## config.mk

```make
export PLATFORM = sky130hd
export DESIGN_NAME = display_scan_ctrl
export DESIGN_NICKNAME = d
export VERILOG_FILES = /design/src/rtl/display_scan_ctrl.sv
export SDC_FILE = /design/constraint.sdc
export NUM_CORES = 1
export LEC_CHECK = 0
export BUFFER_PORTS_ARGS = -buffer_cell sky130_fd_sc_hd__buf_2
export CAP_MARGIN = 20
export CELL_PAD_IN_SITES_DETAIL_PLACEMENT = 1
export CELL_PAD_IN_SITES_GLOBAL_PLACEMENT = 1
export CORE_ASPECT_RATIO = 0.75
export CORE_UTILIZATION = 46
export DETAILED_ROUTE_END_ITERATION = 6
export GPL_TIMING_DRIVEN = 0
export PLACE_DENSITY = 0.83
export SYNTH_ARGS = -nofsm -noshare
export SYNTH_HDL_FRONTEND = slang
export SYNTH_SLANG_ARGS = --single-unit
```

## constraint.sdc

```tcl
create_clock -name clk -period 4.5 [get_ports clk]
set_input_delay 1.35 -clock clk [delete_from_list [all_inputs] [get_ports clk]]
set_output_delay 1.35 -clock clk [all_outputs]
set_load 0.01 [all_outputs]
```

## src/rtl/display_scan_ctrl.sv

```systemverilog
// rtl/display_scan_ctrl.sv - eight-digit seven-segment scan controller with blanking guard band
module display_scan_ctrl #(
  parameter int CLK_HZ       = 100_000_000,
  parameter int FRAME_HZ     = 1000,
  parameter int NUM_DIGITS   = 8,
  parameter int BLANK_CYCLES = 16
) (
  input  logic       clk,
  input  logic       rst_n,
  input  logic       enable,
  input  logic [7:0] digit_mask,
  output logic [2:0] sel,
  output logic [7:0] an_n,
  output logic       frame_done
);

  localparam int SLOT_CYCLES  = CLK_HZ / (FRAME_HZ * NUM_DIGITS);
  localparam int DRIVE_CYCLES = SLOT_CYCLES - BLANK_CYCLES;
  localparam int CW           = (SLOT_CYCLES > 1) ? $clog2(SLOT_CYCLES) : 1;
  localparam logic [CW-1:0] BLANK_LAST = CW'(BLANK_CYCLES - 1);
  localparam logic [CW-1:0] DRIVE_LAST = CW'(DRIVE_CYCLES - 1);
  localparam logic [7:0]    KEEP_MASK  = 8'((1 << NUM_DIGITS) - 1);

  // A slot must leave room for at least one drive cycle after the guard band.
  if (SLOT_CYCLES <= BLANK_CYCLES) begin : g_bad_slot
    $error("display_scan_ctrl: SLOT_CYCLES must exceed BLANK_CYCLES");
  end
  if (BLANK_CYCLES < 1) begin : g_bad_blank
    $error("display_scan_ctrl: BLANK_CYCLES must be at least 1");
  end
  if (NUM_DIGITS < 2 || NUM_DIGITS > 8) begin : g_bad_digits
    $error("display_scan_ctrl: NUM_DIGITS must be within 2..8");
  end

  typedef enum logic [1:0] {
    IDLE  = 2'd0,
    BLANK = 2'd1,
    DRIVE = 2'd2
  } state_t;

  state_t        state, state_n;
  logic [CW-1:0] cnt, cnt_n;
  logic [2:0]    sel_n;
  logic [7:0]    an_n_n;
  logic          fd_n;

  logic [7:0]    eff_mask;
  logic [2:0]    low_idx;
  logic [2:0]    nxt_idx;
  logic          nxt_found;
  logic          wrap;

  // Digits beyond the physical count never take part in the scan.
  assign eff_mask = digit_mask & KEEP_MASK;

  // Lowest enabled digit, used when a scan starts from IDLE.
  always_comb begin
    low_idx = '0;
    for (int i = NUM_DIGITS - 1; i >= 0; i--) begin
      if (eff_mask[3'(i)]) begin
        low_idx = 3'(i);
      end
    end
  end

  // Nearest enabled digit strictly after sel, searching cyclically; a single
  // enabled digit finds itself after a full lap.
  always_comb begin
    int idx;
    idx       = 0;
    nxt_idx   = sel;
    nxt_found = 1'b0;
    for (int k = 1; k <= NUM_DIGITS; k++) begin
      idx = (int'(sel) + k) % NUM_DIGITS;
      if (!nxt_found && eff_mask[idx[2:0]]) begin
        nxt_idx   = idx[2:0];
        nxt_found = 1'b1;
      end
    end
  end

  assign wrap = (nxt_idx <= sel);

  // Next-state, counter and registered-output decode.
  always_comb begin
    state_n = state;
    cnt_n   = cnt;
    sel_n   = sel;
    fd_n    = 1'b0;
    if (!enable) begin
      state_n = IDLE;
      cnt_n   = '0;
    end else begin
      case (state)
        IDLE: begin
          if (|eff_mask) begin
            state_n = BLANK;
            cnt_n   = '0;
            sel_n   = low_idx;
            fd_n    = 1'b1;
          end
        end
        BLANK: begin
          if (cnt == BLANK_LAST) begin
            state_n = DRIVE;
            cnt_n   = '0;
          end else begin
            cnt_n = cnt + 1'b1;
          end
        end
        DRIVE: begin
          if (cnt == DRIVE_LAST) begin
            cnt_n = '0;
            if (|eff_mask) begin
              state_n = BLANK;
              sel_n   = nxt_idx;
              fd_n    = wrap;
            end else begin
              state_n = IDLE;
            end
          end else begin
            cnt_n = cnt + 1'b1;
          end
        end
        default: begin
          state_n = IDLE;
          cnt_n   = '0;
        end
      endcase
    end
    // The anode follows the state being entered, so it is never low while sel moves.
    an_n_n = (state_n == DRIVE) ? ~(8'd1 << sel_n) : 8'hFF;
  end

  // State and output registers with synchronous active-low reset.
  always_ff @(posedge clk) begin
    if (!rst_n) begin
      state      <= IDLE;
      cnt        <= '0;
      sel        <= '0;
      an_n       <= 8'hFF;
      frame_done <= 1'b0;
    end else begin
      state      <= state_n;
      cnt        <= cnt_n;
      sel        <= sel_n;
      an_n       <= an_n_n;
      frame_done <= fd_n;
    end
  end

endmodule
```

Word level (Yosys, flattened, before mapping):

Cells that the tools add are included.

* flip-flop bits (word level): 28
* input port bits: 11
* output and inout bits: 12
* logic and storage cells: 103

* add/sub/neg operators: 9
* magnitude comparators: 9
* equality and inequality tests: 6
* shift operators: 1
* mux-type cells: 54
* bitwise logic cells: 1
* reductions and logical operators: 18

Operators by type and width (number)
* 2-to-1 mux 3 bit: 16
* 2-to-1 mux 14 bit: 3
* one-hot mux 14 bit (3 select lines): 1
* less-than comparator 3 x 4 -> 1 bit (second input constant): 8
* binary-select mux 1 bit (select 3 bit): 8
* 2-to-1 mux 1 bit: 19
* adder 14 x 1 -> 14 bit (second input constant): 1
* == test 14 bit (second input constant): 1
* == test 14 x 4 -> 1 bit (second input constant): 1
* adder 3 bit (second input constant): 4
* 2-to-1 mux 2 bit: 4
* NOT 8 bit: 1
* OR reduction 8 bit: 1
* << shifter 1 x 3 -> 8 bit (first input constant): 1
* logical AND 1 bit: 7
* zero test 1 bit: 7
* adder 3 x 1 -> 3 bit (second input constant): 2
* adder 3 x 2 -> 3 bit (second input constant): 2
* one-hot mux 2 bit (3 select lines): 1
* one-hot mux 3 bit (2 select lines): 1
* == test 2 bit (second input constant): 2
* AND reduction 2 bit: 2
* <= comparator 3 bit: 1
* == test 2 x 1 -> 1 bit (second input constant): 1
* 3 further kinds: 3

Longest topological paths before layout:

Gate-level depths: netlist of the first run.

* word-level depth: 31
* mapped depth: 20
* gate-level depth less buffers: 16

Least setup slack after synthesis of the first run:

No wires, ideal clock.

* path kind: in2reg
* start point: in digit_mask[0]
* end point: reg frame_done
* library setup time: 78 ps
* data arrival time: 3862 ps
* required time: 4422 ps
* setup slack: 560 ps
* stages: 15
* buffers on the path: 1
* path through: clkbuf_1 mux2i_1 mux4_2 a22o_2 nand3_4 a2111oi_1 o31ai_1 o21a_1 ha_1 a21o_1 a21oi_1 a31oi_1 nor2_1 nor2_1 nor3_1

* cells in the longest elaborated chain, start to end: 28
* elaborated cells between the ends (all ways): 51
* those cells by class: 1 x order compare; 35 x mux; 15 x reduce/logical

Ends and longest elaborated chain
* from (decl): RTL line 11 `input logic [7:0] digit_mask,`
* binary-select mux 1 bit (select 3 bit): RTL line 75 `if (!nxt_found && eff_mask[idx[2:0]]) begin`
* 2-to-1 mux 1 bit (not written as such): RTL line 75
* 2-to-1 mux 1 bit: RTL line 75
* zero test 1 bit: RTL line 75
* logical AND 1 bit: RTL line 75
* 2-to-1 mux 1 bit: RTL line 75
* zero test 1 bit: RTL line 75
* logical AND 1 bit: RTL line 75
* [12 not listed]
* 2-to-1 mux 1 bit: RTL line 75
* zero test 1 bit: RTL line 75
* logical AND 1 bit: RTL line 75
* 2-to-1 mux 3 bit: RTL line 75
* <= comparator 3 bit: RTL line 82 `assign wrap = (nxt_idx <= sel);`
* 2-to-1 mux 1 bit: RTL line 114 `if (|eff_mask) begin`
* 2-to-1 mux 1 bit: RTL line 112 `if (cnt == DRIVE_LAST) begin`
* one-hot mux 1 bit (2 select lines) (*): RTL line 94 `case (state)`
* to (signal assigned): RTL line 148 `frame_done <= fd_n;`
* to (decl): RTL line 14 `output logic frame_done`

Every way passes the cells marked *; elsewhere a longest branch is shown, timed or not. The select of a mux whose other input is x is not followed.
A chain may end at the register's enable or synchronous reset.

Worst setup path after layout of the first run:

Same ends and word-level chain as after synthesis.

==> results of run 1 <==
[routing by layer]
metal  up-vias  part of all wire  track usage
li1       1188                 -            -
met1      1219              0.50        0.400
met2        70              0.45        0.440
met3         2             0.049       0.0496
met4         0            0.0024       0.0242
met5         -                 0            0
[state kept, by name, indices dropped and copies added (netlist names)]
register / cells
an_n: 8
cnt: 14
frame_done: 1
sel: 3
state: 2
[cell type report]
class                   instances  area, um2
fillers                       657       2490
multi-input cells             252       1920
flip-flops and latches         28        562
repair buffers                 21        105
well taps                      75       93.8
plain buffers                  11       86.3
inverters                      13       48.8
clock buffers                   3       41.3
clock inverters                 1       30.0
[Yosys cell counts (5+ instances only)]
library cell   n  area share
a21oi_1       14       0.027
mux4_2        11       0.095
ha_1          10       0.048
nor2_1        33       0.048
nand2_1       28       0.040
o21ai_0        7       0.013
nor3_1        11       0.021
buf_6          5       0.022
inv_1         13       0.019
mux2i_1       10       0.039
nand3_1       14       0.027
xor2_1         9       0.030
nand4_1        5       0.012
dfxtp_1       28        0.22
nor4_1         5       0.012
[metrics by stage]
| stage | cell area [um2] | total power, mW | worst slack (ps) | instances | hold WS, ps |
|---|---|---|---|---|---|
| finish | 2890 | 0.646 | 345 | 404 | 541 |
| floorplan | 2600 | 0.396 | 560 | 304 | 471 |
| global placement | 2800 | 0.436 | 91.6 | 400 | 499 |
| CTS | 2870 | 0.642 | 167 | 404 | 532 |
| detailed placement | 2800 | 0.444 | -51.9 | 400 | 517 |
| global route | 2890 | 0.680 | 18.4 | 404 | 550 |
[how the worst min path moves through the flow]
stage / cells after the start / slack (ps) / startpoint / to
floorplan: 2 / 470 / cnt[1]$_SDFFE_PN0P_ / cnt[1]$_SDFFE_PN0P_
global placement: 2 / 500 / cnt[1]$_SDFFE_PN0P_ / cnt[1]$_SDFFE_PN0P_
global route: 2 / 550 / cnt[1]$_SDFFE_PN0P_ / cnt[1]$_SDFFE_PN0P_
detailed placement: 2 / 520 / cnt[1]$_SDFFE_PN0P_ / cnt[1]$_SDFFE_PN0P_
finish: 2 / 540 / cnt[10]$_SDFFE_PN0P_ / cnt[10]$_SDFFE_PN0P_
CTS: 2 / 530 / cnt[1]$_SDFFE_PN0P_ / cnt[1]$_SDFFE_PN0P_
[power groups by stage]
stage | Sequential (mW) | Combinational (mW) | Clock, mW
after floorplan | 0.257 | 0.138 | 0
after global placement | 0.258 | 0.178 | 0
after detailed placement | 0.258 | 0.187 | 0
after CTS | 0.252 | 0.188 | 0.202
after global routing | 0.253 | 0.212 | 0.215
final | 0.252 | 0.194 | 0.200
[cell families after synthesis]
| logic type | share of synthesized area |
|---|---|
| AO/OA/AOI/OAI | 0.186 |
| AND/OR/NAND/NOR | 0.261 |
| flip-flops | 0.216 |
| buffers and inverters | 0.0520 |
| adder cells (fa/ha/maj) | 0.0482 |
| XOR/XNOR | 0.0564 |
| multiplexers | 0.180 |
[placed cells by master (no fill, tap or decap), drive strengths merged, types with 2 or more instances in the layout]
cell / n
nor2: 35
nand2: 28
dfxtp: 28
buf: 28
nand3: 15
a21oi: 14
inv: 13
mux4: 11
nor3: 11
ha: 10
mux2i: 10
xor2: 10
mux2: 10
o21ai: 8
clkbuf: 7
nor4: 5
nand4: 5
xnor2: 5
and2: 5
nand2b: 4
o21a: 4
a211oi: 4
a22o: 4
or3: 4
or2: 4
o2111ai: 3
and3: 3
a21o: 3
o31ai: 3
a21boi: 3
nor2b: 2
or4: 2
nor4bb: 2
a31oi: 2
a22oi: 2
and4: 2
[critical path: cells and delay by family]
family / cells / cell delay [ps]
AO/OA/AOI/OAI: 7 / 1250
buffers and inverters: 1 / 370
AND/OR/NAND/NOR: 4 / 460
adder cells (fa/ha/maj): 1 / 240
multiplexers: 2 / 670
==> results by group, run 1 <==
Logic synthesis
  – Post-synth cell types: 68
  – Sequential fraction of the synthesis area: 0.216
  – Mapped Nets: between 300 and 400
  – Number of flops mapped to enable cells by yosys: 0
  – Gate Count Post-Synth: between 300 and 400
  – Post-synth ARST share: 0
  – Synth Register Bits: 28
  – Synthesized area: 2600 um2
  – Main synth FF type: dfxtp_1
  – Avg Inst Size Synth: ~8.5 um2
  – Synth warn: 0

Die
  – Initial Utilization: 0.482
  – Full die area: 5950 um2
  – Die Wd: between 80 and 90 um
  – # rows: 23
  – Die height: roughly 67 um
  – IO Pins: 23
  – CORE AREA: ~5400 um2

CTS
  – Num Clock Sinks: 28
  – Clock-pin slew on the worst setup and hold paths: approximately 100 ps
  – Setup bufs post-CTS: 0
  – CTS-repair resized insts: 0
  – CTS Buf Count: 3
  – Clock Latency Late Sink: ~280 ps
  – Clock buffer depth: 2
  – CTS root buf: clkbuf_8
  – TritonCTS clock tree: built
  – Max H-tree Level: 1
  – # hold bufs at CTS: 0

Placed design
  – Buffers on Ports: 21
  – DP HPWL: between 6000 and 7000 um
  – Routability cong.: ~0.83

Global routing
  – Total track usage: 0.276
  – Initial antenna violation count: 0
  – First-pass GRT wire length: 12400 um
  – Gr ovfl total: 0
  – Pin count of the biggest net entering global routing: 17
  – Number of global-route vias before repair: ~2400

Setup path
  – CP cell instances: clkbuf_1, mux2i_1, mux4_2, a22o_2, nand3_4, a2111oi_1, o31ai_2, o21a_1, ha_1, a21o_1, a21oi_1, a31oi_1, nor2_1, nor2_1, nor3_1
  – Critical path required time: 4690 ps
  – Critical-path top delay cell: mux4_2
  – Setup crit end: frame_done$_SDFF_PN0_
  – CP dominant cell by count: nor2_1
  – Critical Path Source: digit_mask[0]
  – Worst r2r path cells: 17
  – Worst Setup Start Kind: input port
  – Critical path class: input port to register
  – Worst EP arrival: ~4400 ps
  – Reg-to-reg startpoint: sel[0]$_SDFF_PN0_
  – Worst-path fanout max: 10
  – Worst setup EP type: register
  – R2R Path End: frame_done$_SDFF_PN0_
  – Flop2flop setup slack: 380 ps
  – Slowest stage delay, CP: between 400 and 500 ps

Power and ir drop
  – Logic pwr share: 0.301
  – Psw: 193 uW
  – Switching Share: 0.299
  – Clock network power share: 0.309
  – Internal power: about 450 uW
  – Reg power frac: 0.390
  – Max IR drop VDD: about 140 uV
  – Lkg Pwr: between 1 and 1.5 nW
  – Pwr Density: 224 nW/um2

Route
  – Drt first pass iters: 4
  – DR iter-0 viols: around 170
  – Total Wirelength: about 7700 um
  – Average routed wire per standard cell: around 19 um
  – Routed Antenna Nets: 0
  – Vias/cell: a little over 6
  – DRC: 0
  – Via count: around 2500

Timing
  – Top achievable clock speed: 241 MHz
  – Hold Fails Final Rpt: 0
  – Unrepaired setup endpoints after global routing: false
  – Tmin final: slightly above 4000 ps
  – Slew @ Worst Pin: a little over 600 ps
  – Crit share post-route: 0.923
  – Slew headroom: 0.586
  – Final Slew Violations: 0
  – Setup Viol. Count Final: 0
  – Setup TNS: 0 ps
  – Post-route clock skew: around 1.3 ps

Final layout
  – Ant. Diodes: 0
  – Fraction of layout cells with a size suffix above 1: 0.204
  – Nets: ~350
  – Core Util, Final: 0.537
  – Area grow syn2layout: 11.2%

Flow run
  – Number of max-cap violations: 0

Status
  – Outcome: complete, no violations

Worst hold path
  – Min-Delay Path Class: register to register
(Power assumes the default switching activity.)
==> run 2, diff against run 1 <==
--- a/config.mk
+++ b/config.mk
@@ -14,6 +14,7 @@
 export DETAILED_ROUTE_END_ITERATION = 6
 export GPL_TIMING_DRIVEN = 0
 export PLACE_DENSITY = 0.83
+export SETUP_SLACK_MARGIN = 0.5
 export SYNTH_ARGS = -nofsm -noshare
 export SYNTH_HDL_FRONTEND = slang
 export SYNTH_SLANG_ARGS = --single-unit
==> run 2 against run 1 <==
  * Register-to-register slack improved by 100 ps
  * Utilization increased by 6.3 points
  * Via count rose by 14%
  * Combinational power increased by 36%
  * Critical path type unchanged
==> results by group, run 2 (synthesis gave the netlist of run 1 again) <==
Setup path
  – CP dominant cell by count: nor2_1
  – Slowest stage delay, CP: approximately 540 ps
  – Critical path required time: about 4700 ps
  – Critical path class: input port to register
  – Worst EP arrival: 4300 ps
  – Worst Setup Start Kind: input port
  – Critical-path top delay cell: mux4_2
  – Worst-path fanout max: 7
  – CP cell instances: buf_2, mux4_2, nor2_2, a22o_4, nand3_4, buf_4, o221a_2, xnor2_1, ha_1, inv_1, a21o_1, a21oi_2, a31oi_1, nor2_1, nor2_1, nor3_2
  – Worst setup EP type: register
  – CP bufs+invs: 3
  – Largest delay share family, worst path: compound AO/OA/AOI/OAI gates

Route
  – DR iter-0 viols: roughly 250
  – Met2 wire length: between 4000 and 5000 um
  – Drt first pass iters: 4
  – Via count: 2838
  – Routed Antenna Nets: 0
  – Wl on met1: approximately 4300 um
  – Top Layer Used: met4
  – Vias/cell: 6.63
  – Met3 wire length: between 500 and 600 um
  – DRC: 0
  – Average routed wire per standard cell: roughly 23 um
  – Total Wirelength: 9710 um

Global routing
  – Pin count of the biggest net entering global routing: 17
  – Gr ovfl total: 0
  – First-pass GRT wire length: between 10000 and 15000 um
  – Initial antenna violation count: 0
  – Number of global-route vias before repair: approximately 2500
  – Total track usage: 0.284

CTS
  – CTS root buf: clkbuf_8
  – Num Clock Sinks: 28
  – Clock Latency Late Sink: between 200 and 300 ps
  – TritonCTS clock tree: built
  – Clock-pin slew on the worst setup and hold paths: 100 ps
  – CTS Buf Count: 3
  – Clock buffer depth: 2
  – Max H-tree Level: 1

Power and ir drop
  – Design Power: slightly above 700 uW
  – Switching Share: 0.321
  – Lkg Pwr: around 1.2 nW
  – Clock network power share: 0.283
  – Pwr Density: roughly 220 nW/um2
  – Reg power frac: 0.351
  – Internal power: ~490 uW
  – Psw: approximately 230 uW
  – Max IR drop VDD: ~140 uV
  – Logic pwr share: 0.367

Final layout
  – Max reg flops: 14
  – Register area: 568 um2
  – Largest regs: cnt (14), an_n (8), sel (3)
  – Ant. Diodes: 0
  – Most common cell after layout, fill and taps aside: nor2_1
  – Top reg by flops: cnt
  – Area of the multi-input gates: ~2000 um2
  – Area grow syn2layout: 24.3%
  – Final Non-Filler Cells: 428
  – Layout fillers: around 660
  – Fraction of layout cells with a size suffix above 1: 0.317
  – Core Util, Final: 0.600
  – Nets: ~380
  – Most frequent cells in the layout: 29 x nor2_1, 27 x buf_4, 26 x nand2_1, 26 x dfxtp_1, 18 x buf_2

Flow run
  – Number of max-cap violations: 0

Die
  – Die Wd: between 80 and 90 um
  – IO Pins: 23
  – Die height: roughly 67 um
  – # rows: 23
  – Full die area: a little under 6000 um2
  – CORE AREA: between 5000 and 6000 um2
  – Initial Utilization: 0.482

Placed design
  – DP Cell Count: 400
  – Routability cong.: around 0.83
  – Buffers on Ports: 21
  – DP HPWL: around 6000 um

Timing
  – Crit share post-route: 0.909
  – Unrepaired setup endpoints after global routing: false
  – Top achievable clock speed: approximately 240 MHz
  – Tmin final: around 4100 ps
  – Setup TNS: 0 ps
  – Slew @ Worst Pin: 711 ps
  – Hold Fails Final Rpt: 0
  – Final Slew Violations: 0
  – Post-route clock skew: about 1.5 ps
  – Setup Viol. Count Final: 0
  – Slew headroom: 0.519

Worst hold path
  – Min-Delay Path Class: register to register

Status
  – Outcome: complete, no violations
## run 2: cell count changes in the layout (fill, tap and decap cells not counted), sizes merged
cell      before  now
buf           28   51
clkbuf         7    8
clkinvlp       0    1
inv           13   12
## run 2: area by class of cell
class / count / area share
inverter: 13 / 0.0178
timing repair buffer: 45 / 0.0907
multi-input combinational: 252 / 0.629
clock inverter: 1 / 0.00931
clock buffer: 3 / 0.0128
tap: 75 / 0.0291
buffer: 11 / 0.0357
sequential: 28 / 0.176
## run 2: tightest hold or removal path: cells and delay by family, from the launching register on
family	cells	cell delay, ps
AO/OA/AOI/OAI	2	150
flip-flops	1	360
## run 2: metrics by stage
stage          setup slack [ps]  hold slack (ps)  instance area, um2
4_1_cts                     521              532                2930
3_5_place_dp              -51.9              517                2800
3_3_place_gp               91.6              499                2800
5_1_grt                     291              572                3230
2_1_floorplan               560              471                2600
6_report                    409              544                3230
## run 2: power groups by stage
stage	Clock [mW]	Sequential, mW	Combinational, mW
2_1_floorplan	0	0.257	0.138
3_3_place_gp	0	0.258	0.178
3_5_place_dp	0	0.258	0.187
4_1_cts	0.202	0.252	0.203
5_1_grt	0.217	0.252	0.274
6_report	0.203	0.251	0.263
## run 2: path summary, 6_finish.rpt
kind	slack [ps]	to	start	cells after the start
max	410	frame_done$_SDFF_PN0_	digit_mask[7]	16
min	540	cnt[9]$_SDFFE_PN0P_	cnt[9]$_SDFFE_PN0P_	2
max reg2reg	480	frame_done$_SDFF_PN0_	sel[1]$_SDFF_PN0_	20
min reg2reg	540	cnt[9]$_SDFFE_PN0P_	cnt[9]$_SDFFE_PN0P_	2
## run 2: per-layer routing
metal / GRT usage / vias to the layer above
li1: - / 1241
met1: 0.410 / 1410
met2: 0.462 / 160
met3: 0.0434 / 27
met4: 0.0242 / 0
met5: 0 / -
## run 2: what timing repair did
| action | 4_1_cts | 5_1_grt |
|---|---|---|
| gates resized for setup | 7 | 38 |
| endpoints found under the setup margin | 1 | 8 |
| buffers inserted | 5 | 19 |
| hold buffers | 0 | 0 |
| pin swaps | 1 | 10 |
==> run 3, diff against run 2 <==
--- a/config.mk
+++ b/config.mk
@@ -14,6 +14,7 @@
 export DETAILED_ROUTE_END_ITERATION = 6
 export GPL_TIMING_DRIVEN = 0
 export PLACE_DENSITY = 0.83
+export RECOVER_POWER = 25
 export SETUP_SLACK_MARGIN = 0.5
 export SYNTH_ARGS = -nofsm -noshare
 export SYNTH_HDL_FRONTEND = slang
==> run 3 against run 2 <==
  * Fmax decreased by 0.34%
  * Global-route usage unchanged
  * Utilization decreased by 0.28 points
  * First-iteration DRC count unchanged
  * Combinational power about the same
  * Via count about the same
  * Total power about the same
  * Die area unchanged
  * Critical path type is now register to register
  * Critical endpoint unchanged
==> results by group, run 3 (synthesis gave the netlist of run 1 again) <==
Final layout
  – Area grow syn2layout: 23.7%
  – Final Non-Filler Cells: roughly 430
  – Most common cell after layout, fill and taps aside: nor2_1
  – Cell area after layout: roughly 3200 um2
  – Core Util, Final: 0.597
  – Largest regs: cnt (14), an_n (8), sel (3)
  – Most frequent cells in the layout: 29 x nor2_1, 27 x buf_4, 27 x dfxtp_1
  – Nets: 375
  – Layout fillers: 659
  – Fraction of layout cells with a size suffix above 1: 0.289
  – Top reg by flops: cnt
  – Max reg flops: 14
  – Ant. Diodes: 0

Timing
  – Slew headroom: 0.520
  – Hold Fails Final Rpt: 0
  – Setup Viol. Count Final: 0
  – Hold_ws: ~540 ps
  – Top achievable clock speed: between 200 and 250 MHz
  – Unrepaired setup endpoints after global routing: false
  – Slew @ Worst Pin: between 700 and 800 ps
  – Final Slew Violations: 0
  – Tmin final: slightly above 4000 ps
  – Post-route clock skew: between 1.5 and 2 ps
  – Crit share post-route: 0.912

Flow run
  – Number of max-cap violations: 0

Setup path
  – Reg-to-reg startpoint: sel[0]$_SDFF_PN0_
  – Critical path class: register to register
  – Worst EP arrival: about 4300 ps
  – Worst-path fanout max: 10
  – Flop2flop setup slack: around 400 ps
  – Worst r2r path cells: 19
  – Worst setup EP type: register
  – Worst Setup Start Kind: register
  – R2R Path End: frame_done$_SDFF_PN0_
  – Critical path required time: ~4700 ps

CTS
  – CTS Buf Count: 3
  – Num Clock Sinks: 28
  – Clock-pin slew on the worst setup and hold paths: roughly 100 ps
  – Clock buffer depth: 2
  – Clock Latency Late Sink: about 280 ps
  – TritonCTS clock tree: built
  – CTS root buf: clkbuf_8
  – Max H-tree Level: 1
  – # hold bufs at CTS: 0

Route
  – Via count: ~2800
  – DRC: 0
  – Average routed wire per standard cell: 22.7 um
  – Vias/cell: between 6 and 7
  – Total Wirelength: roughly 10000 um
  – Drt first pass iters: 5
  – DR iter-0 viols: 252
  – Routed Antenna Nets: 0

Die
  – # rows: 23
  – IO Pins: 23
  – Initial Utilization: 0.482
  – Die Wd: between 80 and 90 um
  – Full die area: between 5000 and 6000 um2
  – Die height: between 60 and 70 um
  – CORE AREA: between 5000 and 6000 um2

Power and ir drop
  – Logic pwr share: 0.366
  – Lkg Pwr: about 1.2 nW
  – Max IR drop VDD: around 140 uV
  – Pwr Density: between 200 and 250 nW/um2
  – Reg power frac: 0.351
  – Psw: around 230 uW
  – Clock network power share: 0.283
  – Internal power: just under 500 uW
  – Switching Share: 0.321
  – Design Power: 717 uW

Worst hold path
  – Min-Delay Path Class: register to register
  – Hold endpoint: cnt[9]$_SDFFE_PN0P_
  – Hold Path Depth: 2
  – Hold path startpoint: cnt[9]$_SDFFE_PN0P_

Placed design
  – Buffers on Ports: 21
  – DP HPWL: 6000 um
  – Routability cong.: roughly 0.83
  – Placed cell area: 2800 um2
  – DP Cell Count: 400

Global routing
  – Total track usage: 0.284
  – Pin count of the biggest net entering global routing: 17
  – Number of global-route vias before repair: around 2500
  – Gr ovfl total: 0
  – Initial antenna violation count: 0
  – First-pass GRT wire length: 12700 um

Status
  – Outcome: complete, no violations
run 3: cell types whose count changed in the layout (fill, tap and decap cells not counted):
cell,previous run,this run
buf_2,18,9
clkbuf_1,3,12
dfxtp_1,26,27
dfxtp_4,2,1
run 3: power groups by stage:
stage | logic [mW] | clock network, mW | registers [mW]
after global routing | 0.274 | 0.217 | 0.252
after global placement | 0.178 | 0 | 0.258
after detailed placement | 0.187 | 0 | 0.258
after floorplan | 0.138 | 0 | 0.257
final | 0.263 | 0.203 | 0.252
after CTS | 0.203 | 0.202 | 0.252
run 3: per-layer routing:
layer,part of all wire,vias to the layer above,global-route usage
met4,0.022,0,0.0242
li1,-,1241,-
met2,0.48,177,0.462
met1,0.43,1390,0.410
met3,0.068,29,0.0434
met5,0,-,0
run 3: timing repair:
item | 4_1_cts | 5_1_grt
setup buffers | 5 | 19
cloned | 0 | 0
resized for setup | 7 | 38
pin swaps | 1 | 10
endpoints found under the setup margin | 1 | 8
endpoints found under the hold margin | 0 | 0
run 3: how the worst max path moves through the flow:
stage                            startpoint               endpoint  slack [ps]
after detailed placement      digit_mask[0]  frame_done$_SDFF_PN0_         -50
after global placement        digit_mask[0]  frame_done$_SDFF_PN0_          90
after global routing      sel[0]$_SDFF_PN0_  frame_done$_SDFF_PN0_         270
after floorplan               digit_mask[0]  frame_done$_SDFF_PN0_         560
final                     sel[0]$_SDFF_PN0_  frame_done$_SDFF_PN0_         400
after CTS                 sel[1]$_SDFF_PN0_  frame_done$_SDFF_PN0_         520
run 3: layout make-up:
class	instances	area, um2	area share
clock inverter	1	30.0	0.00935
sequential	28	564	0.176
inverter	13	57.6	0.0179
clock buffer	3	41.3	0.0129
multi-input combinational	252	2030	0.631
timing repair buffer	45	282	0.0877
tap	75	93.8	0.0292
buffer	11	115	0.0358
run 3: stage by stage:
| stage | setup TNS (ps) | setup slack (ps) |
|---|---|---|
| 5_1_grt | 0 | 273 |
| 3_5_place_dp | -51.9 | -51.9 |
| 3_3_place_gp | 0 | 91.6 |
| 4_1_cts | 0 | 521 |
| 2_1_floorplan | 0 | 560 |
| 6_report | 0 | 396 |
run 3: worst max-delay path: stages (launching register included):
cell and delay [ps]:
dfxtp_1 490, buf_8 160, clkinvlp_4 110, ha_4 250
buf_6 130, buf_6 150, mux2i_2 170, mux4_2 520
a22o_4 300, nand3_4 130, a2111oi_4 70, o31ai_2 350
o21a_1 230, ha_4 210, a21o_1 160, a21oi_2 140
a31oi_1 70, nor2_1 140, nor2_1 70, nor3_2 170
